[src/rtl/throw_hit_sequencer.sv]
// Throw button front end: synchronizes and debounces the active-low button, then emits one
// spaced hit pulse per knocked pin. Optional STRIKE_FLAG_EN adds a one-cycle strike output.
module throw_hit_sequencer #(
    parameter int DEBOUNCE_CYCLES = 500000,
    parameter int HIT_GAP         = 4,
    parameter int MAX_THROWS      = 3
) (
    input  logic       CLOCK_50,
    input  logic       reset_n,
    input  logic       throw_btn_n,
    input  logic [3:0] pins_in,
    output logic       hit,
    output logic       busy,
    output logic [1:0] throw_num,
`ifdef STRIKE_FLAG_EN
    output logic       strike,
`endif
    output logic       game_over
);

    localparam int DBW = (DEBOUNCE_CYCLES > 1) ? $clog2(DEBOUNCE_CYCLES) : 1;
    localparam int GW  = (HIT_GAP > 1) ? $clog2(HIT_GAP) : 1;
    localparam logic [DBW-1:0] DB_LAST    = DBW'(DEBOUNCE_CYCLES - 1);
    localparam logic [GW-1:0]  GAP_LOAD   = GW'(HIT_GAP - 1);
    localparam logic [1:0]     THROW_LAST = 2'(MAX_THROWS);

    typedef enum logic [2:0] {
        S_IDLE,
        S_LOAD,
        S_EMIT,
        S_GAP,
        S_FINISH
    } state_t;

    logic [1:0]     sync_reg;
    logic           db_level_reg;
    logic [DBW-1:0] db_cnt_reg;
    logic           btn_sync;
    logic           level_differs;
    logic           db_flip;
    logic           press_accept;

    state_t         state_reg, state_next;
    logic [3:0]     burst_reg, burst_next;
    logic [GW-1:0]  gap_reg, gap_next;
    logic [1:0]     throw_reg, throw_next;
    logic           game_over_reg, game_over_next;
    logic           hit_reg, hit_next;
    logic           busy_reg, busy_next;

    // Two-flop synchronizer; idles at the released level.
    always_ff @(posedge CLOCK_50 or negedge reset_n) begin
        if (!reset_n) begin
            sync_reg <= 2'b11;
        end else begin
            sync_reg <= {sync_reg[0], throw_btn_n};
        end
    end

    assign btn_sync      = sync_reg[1];
    assign level_differs = (btn_sync != db_level_reg);
    assign db_flip       = level_differs && (db_cnt_reg == DB_LAST);
    assign press_accept  = db_flip && !btn_sync;

    always_ff @(posedge CLOCK_50 or negedge reset_n) begin
        if (!reset_n) begin
            db_level_reg <= 1'b1;
            db_cnt_reg   <= '0;
        end else if (db_flip) begin
            db_level_reg <= btn_sync;
            db_cnt_reg   <= '0;
        end else if (level_differs) begin
            db_cnt_reg   <= db_cnt_reg + 1'b1;
        end else begin
            db_cnt_reg   <= '0;
        end
    end

    always_ff @(posedge CLOCK_50 or negedge reset_n) begin
        if (!reset_n) begin
            state_reg     <= S_IDLE;
            burst_reg     <= '0;
            gap_reg       <= '0;
            throw_reg     <= '0;
            game_over_reg <= 1'b0;
            hit_reg       <= 1'b0;
            busy_reg      <= 1'b0;
        end else begin
            state_reg     <= state_next;
            burst_reg     <= burst_next;
            gap_reg       <= gap_next;
            throw_reg     <= throw_next;
            game_over_reg <= game_over_next;
            hit_reg       <= hit_next;
            busy_reg      <= busy_next;
        end
    end

    always_comb begin
        state_next     = state_reg;
        burst_next     = burst_reg;
        gap_next       = gap_reg;
        throw_next     = throw_reg;
        game_over_next = game_over_reg;
        case (state_reg)
            S_IDLE: begin
                if (press_accept && !game_over_reg) begin
                    state_next = S_LOAD;
                end
            end
            S_LOAD: begin
                burst_next = (pins_in > 4'd10) ? 4'd10 : pins_in;
                state_next = (burst_next == 4'd0) ? S_FINISH : S_EMIT;
            end
            S_EMIT: begin
                burst_next = burst_reg - 4'd1;
                if (burst_next == 4'd0) begin
                    state_next = S_FINISH;
                end else begin
                    state_next = S_GAP;
                    gap_next   = GAP_LOAD;
                end
            end
            S_GAP: begin
                if (gap_reg == '0) begin
                    state_next = S_EMIT;
                end else begin
                    gap_next = gap_reg - 1'b1;
                end
            end
            S_FINISH: begin
                if (throw_reg < THROW_LAST) begin
                    throw_next = throw_reg + 2'd1;
                end
                if (throw_next == THROW_LAST) begin
                    game_over_next = 1'b1;
                end
                state_next = S_IDLE;
            end
            default: state_next = S_IDLE;
        endcase
    end

    // Outputs are registered from the next state so they line up with the state they describe.
    assign hit_next  = (state_next == S_EMIT);
    assign busy_next = (state_next == S_LOAD) || (state_next == S_EMIT) || (state_next == S_GAP);

    assign hit       = hit_reg;
    assign busy      = busy_reg;
    assign throw_num = throw_reg;
    assign game_over = game_over_reg;

`ifdef STRIKE_FLAG_EN
    logic strike_lat_reg, strike_lat_next;
    logic strike_reg, strike_next;

    always_comb begin
        strike_lat_next = strike_lat_reg;
        if (state_reg == S_LOAD) begin
            strike_lat_next = (pins_in >= 4'd10);
        end
        strike_next = (state_next == S_FINISH) && strike_lat_next;
    end

    always_ff @(posedge CLOCK_50 or negedge reset_n) begin
        if (!reset_n) begin
            strike_lat_reg <= 1'b0;
            strike_reg     <= 1'b0;
        end else begin
            strike_lat_reg <= strike_lat_next;
            strike_reg     <= strike_next;
        end
    end

    assign strike = strike_reg;
`endif

endmodule

[config.mk]
export PLATFORM = sky130hd
export DESIGN_NAME = throw_hit_sequencer
export DESIGN_NICKNAME = d
export VERILOG_FILES = /design/src/rtl/throw_hit_sequencer.sv
export SDC_FILE = /design/constraint.sdc
export NUM_CORES = 1
export LEC_CHECK = 0
export BUFFER_PORTS_ARGS = -buffer_cell sky130_fd_sc_hd__buf_2
export CAP_MARGIN = 20
export CORE_AREA = 2 2 73 75
export DETAILED_ROUTE_END_ITERATION = 8
export DIE_AREA = 0 0 75 77
export SLEW_MARGIN = 20
export SYNTH_ARGS = -nofsm -noshare
export SYNTH_HDL_FRONTEND = slang
export SYNTH_SLANG_ARGS = --single-unit
[constraint.sdc]
create_clock -name CLOCK_50 -period 1.6 [get_ports CLOCK_50]
set_input_delay 0.08 -clock CLOCK_50 [delete_from_list [all_inputs] [get_ports CLOCK_50]]
set_output_delay 0.08 -clock CLOCK_50 [all_outputs]
set_load 0.005 [all_outputs]
* After elaboration in Yosys (flattened, before gate mapping)
Cells that the tools add are included.
Word-level totals: output and inout port bits 5, logic and storage cells 57, register bits after elaboration 36
Operators by class: add/subtract/negate cells 4, mux-type cells 14, order comparisons 2, reduce and logical (&&, ||, !) cells 15, eq/ne operators 12
Operators by type and width (number):
- $mux 19 | 2
- $add 19x1->19 const B | 1
- $eq 19x19->1 const B | 1
- $eq 3x2->1 const B | 4
- $mux 3 | 4
- $pmux 3 s4 | 1
- $logic_not 4->1 | 2
- $mux 2 | 4
- $pmux 4 s2 | 1
- $eq 3x1->1 const B | 2
- $gt 4x4->1 const B | 1
- $mux 4 | 1
- $ne 2x2->1 const B | 2
- $pmux 2 s2 | 1
- $reduce_bool 2->1 | 2
- $sub 4x1->4 const B | 1
- $eq 3x3->1 const B | 1
- $logic_and 1x1->1 | 3
- $logic_not 3->1 | 1
- $reduce_and 3->1 | 1
- $add 2x1->2 const B | 1
- $eq 2x2->1 const B | 1
- $logic_not 1->1 | 2
- $logic_not 2->1 | 1
- other kinds (5) | 6

* Longest topological paths before layout
depth in word-level cells 9, mapped depth 7

* Worst setup path after synthesis
No wires, ideal clock.
kind register -> register, start point reg burst_reg[0], end point reg hit_reg, in the netlist hit, buffers on the path 0, arrival time 1542 ps, slack -62 ps, data required time 1480 ps, cell stages (with the launch flop) 7, cell sequence dfrtp_1 -> inv_1 -> ha_1 -> nor4b_1 -> nand3_1 -> a41oi_1 -> and3b_1
Between the ends: cells in the longest elaborated chain, start to end 5
RTL lines:
- start: declaration | RTL line 44 | logic [3:0] burst_reg, burst_next;
- start signal: assignment | RTL line 90 | burst_reg <= burst_next;
- $sub 4x1->4 | RTL line 116 | burst_next = burst_reg - 4'd1;
- $logic_not 4->1 | RTL line 117 | if (burst_next == 4'd0) begin
- $mux 3 | RTL line 117
- $pmux 3 s4 | RTL line 105 | case (state_reg)
- $eq 3x2->1 | RTL line 145 | assign hit_next = (state_next == S_EMIT);
- net hit_next | RTL line 48 | logic hit_reg, hit_next;
- end signal: assignment | RTL line 94 | hit_reg <= hit_next;
- end: declaration | RTL line 48
The timed path passes the listed nets, and every way through them passes these cells. A chain may end at the register's enable or synchronous reset.

* Final worst setup path
start point reg burst_reg[1], end point reg hit_reg, in the netlist hit
Same word-level chain as after synthesis.

==> impl_metrics.env <==
export IMPL_status="complete, no violations"
export IMPL_core_area_mm2=0.00498
export IMPL_mappedNetlistArea_mm2=0.00193
export IMPL_wire_per_inst_um=13.7
export IMPL_grt_use_met2=0.218
export IMPL_grt_pass1_wl_mm=7.03
export IMPL_r2r_setup_slack_ps=10
export IMPL_cp_data_arrival_time_ps=1770
export IMPL_yosys_warnings=0
export IMPL_clockBufferDepth=2
export IMPL_grt_ovfl_total=0
export IMPL_timing_critical_path_mode_cell="buf_4"
export IMPL_setup_violations=0
export IMPL_ant_nets=0
export IMPL_period_needed_ps=1590
export IMPL_hpwlAfterDp_mm=2.85
export IMPL_maxCapViolations=0
export IMPL_slew_violations=0
export IMPL_critPathMaxFanout=6
export IMPL_grt_pass1_vias=1495
export IMPL_path_cells="buf_4 -> or3_1 -> nand3_2 -> buf_4 -> nand3_4 -> and3b_1"
export IMPL_syn_to_final_growth_pct=30.9
export IMPL_rr_startpoint="burst_reg[1]"
export IMPL_synthFlopType="dfrtp_1"
export IMPL_grt_usage=0.159
export IMPL_tritoncts="built"
export IMPL_ff2ff_path_depth=6
export IMPL_mappedNetlistNets=204
export IMPL_critPathCaptureType="register"
export IMPL_worstPathRequired_ps=1790
export IMPL_num_fill_cells=440
export IMPL_drt_first_pass_iters=4
export IMPL_fmax_ghz=0.631
export IMPL_cts_root_buffer="clkbuf_8"
export IMPL_synth_area_leaders="dfrtp_1, xor2_1, nor2_1"
export IMPL_ys_seq_elements=36
export IMPL_min_path_type="primary input to asynchronous set/reset pin"
export IMPL_fp_dieH_um=77
export IMPL_power_density_mw_per_mm2=1180
export IMPL_multi_input_area_mm2=0.00104
export IMPL_yosysSeqAreaShare=0.468
export IMPL_start_util=0.389
export IMPL_stdcell_area_mm2=0.00253
export IMPL_largest_reg_flops=19
export IMPL_portBuffers=11
export IMPL_max_stage_delay_ps=390
export IMPL_numCtsBuffers=5
export IMPL_htree_levels=2
export IMPL_placementRows=26
export IMPL_slew_headroom=0.728
export IMPL_crit_start="burst_reg[1]"
export IMPL_clk_pin_slew_ps=80
export IMPL_drive_above_1_share=0.351
export IMPL_critPathKind="register to register"
export IMPL_cp_depth=6
export IMPL_dieArea_mm2=0.00578
export IMPL_hold_violations=0
export IMPL_synthCells=193
export IMPL_grt_max_degree=34
export IMPL_syn_avg_cell_area_um2=10.0
export IMPL_cpMaxStageDelayCell="dfrtp_1"
export IMPL_wirelength_mm=4.24
export IMPL_critPathLaunchType="register"
export IMPL_antenna_found_initial=0
export IMPL_leakage_uw=0.00113
export IMPL_die_w_um=75
export IMPL_grt_use_met1=0.234
export IMPL_ios=12
export IMPL_holdWs_ps=136
export IMPL_fin_skew_ps=8.19
export IMPL_synth_edf_count=0
export IMPL_antenna_cells=0
export IMPL_top_usage_layer="met1"
export IMPL_cp_top_family="simple AND/OR/NAND/NOR gates"
export IMPL_worstMarginPinSlew_ps=406
export IMPL_fin_nets=249
export IMPL_clock_sinks=36
export IMPL_insertion_delay_ps=290
export IMPL_vias_per_cell=5.18
export IMPL_dpl_cell_area_mm2=0.00225
export IMPL_async_reset_ff_frac=1.00
export IMPL_crit_buf_inv=2
export IMPL_yosysTopAreaCellShare=0.427
export IMPL_r2r_end="hit"
export IMPL_grtUsageMet3=0.0447
export IMPL_synth_cell_types=49
export IMPL_crit_path_end="hit"
export IMPL_synthDominantAreaCellType="dfrtp_1"
export IMPL_drtIter0Drc=100
export IMPL_vias=1601
export IMPL_rsz0062_at_grt="yes"
export IMPL_gp_congestion=0.770
export IMPL_period_share=0.991
export IMPL_drc=0
export IMPL_irDropWorstVdd_v=0.000657
export IMPL_seq_area_um2=906
==> report_power, final <==
group | leakage [uW] | switching (uW) | internal [uW]
clock | 0.0000552 | 335 | 463
combinational | 0.000612 | 479 | 516
sequential | 0.000458 | 144 | 1050
total | 0.00113 | 958 | 2020
==> worst min-delay path by stage <==
| stage | from | end | slack [ps] | cells after the start |
|---|---|---|---|---|
| 2_1_floorplan | reset_n | burst_reg[0] | -220 | 0 |
| 6_report | reset_n | burst_reg[2] | 140 | 2 |
| 3_3_place_gp | reset_n | burst_reg[2] | -80 | 1 |
| 4_1_cts | reset_n | burst_reg[2] | 140 | 2 |
| 5_1_grt | reset_n | burst_reg[0] | 150 | 2 |
| 3_5_place_dp | reset_n | burst_reg[2] | -90 | 1 |
==> per-stage QoR <==
step           total power (uW)  std cells  setup TNS [ps]   util  setup WS (ps)
2_1_floorplan              1710        193               0      -           22.5
3_3_place_gp               1990        291               0  0.451           47.7
3_5_place_dp               2000        291           -1.03  0.451          -1.03
4_1_cts                    2820        301               0  0.477           6.98
5_1_grt                    3200        309            -177  0.509          -69.0
6_report                   2980        309               0  0.509           14.4
==> cell usage after synthesis (all sizes together), types with 5 or more instances <==
library cell	number
dfrtp	33
nor4	6
o21ai	7
inv	9
nor2	24
nand3	11
xor2	11
xnor2	5
nand4	9
nand2	6
buf	6
a21oi	11
==> layer usage <==
layer	wire (um)	vias up
met5	0	-
met4	93	0
met3	110	8
met2	1850	18
met1	2180	792
li1	-	783
==> area by class of cell <==
class                      count  area share
multi-input combinational    139       0.412
sequential                    36       0.358
timing repair buffer          47       0.140
tap                           70      0.0346
clock buffer                   6      0.0287
clock inverter                 2      0.0138
inverter                       9      0.0133
==> timing repair <==
item | in CTS | in global routing
hold buffers | 2 | 0
endpoints found under the hold margin | 34 | 0
setup buffers | 0 | 8
pin swaps | 1 | 14
gates resized for setup | 0 | 21
setup endpoints to repair | 1 | 23
==> placed cells by master, fill, tap and decap left out, types with 4 or more instances in the layout <==
cell type / count
dfrtp_1: 32
buf_4: 30
nor2_1: 24
xor2_1: 11
buf_2: 11
a21oi_1: 10
nand4_1: 8
nand3_1: 7
inv_1: 7
o21ai_0: 6
nand2_1: 6
xnor2_1: 5
clkbuf_8: 5
nor3_1: 4
==> cells by family (layout without fill, tap and decap cells) <==
logic type | count (synthesis) | count (layout) | share of synthesized area
compound gates | 33 | 33 | 0.119
simple gates | 83 | 83 | 0.252
fa+ha+maj | 4 | 4 | 0.0259
mux | 3 | 3 | 0.0162
buf+inv | 18 | 64 | 0.0466
flops | 36 | 36 | 0.468
xor+xnor | 16 | 16 | 0.0724
Note: power is estimated with default switching activity, not from simulation.
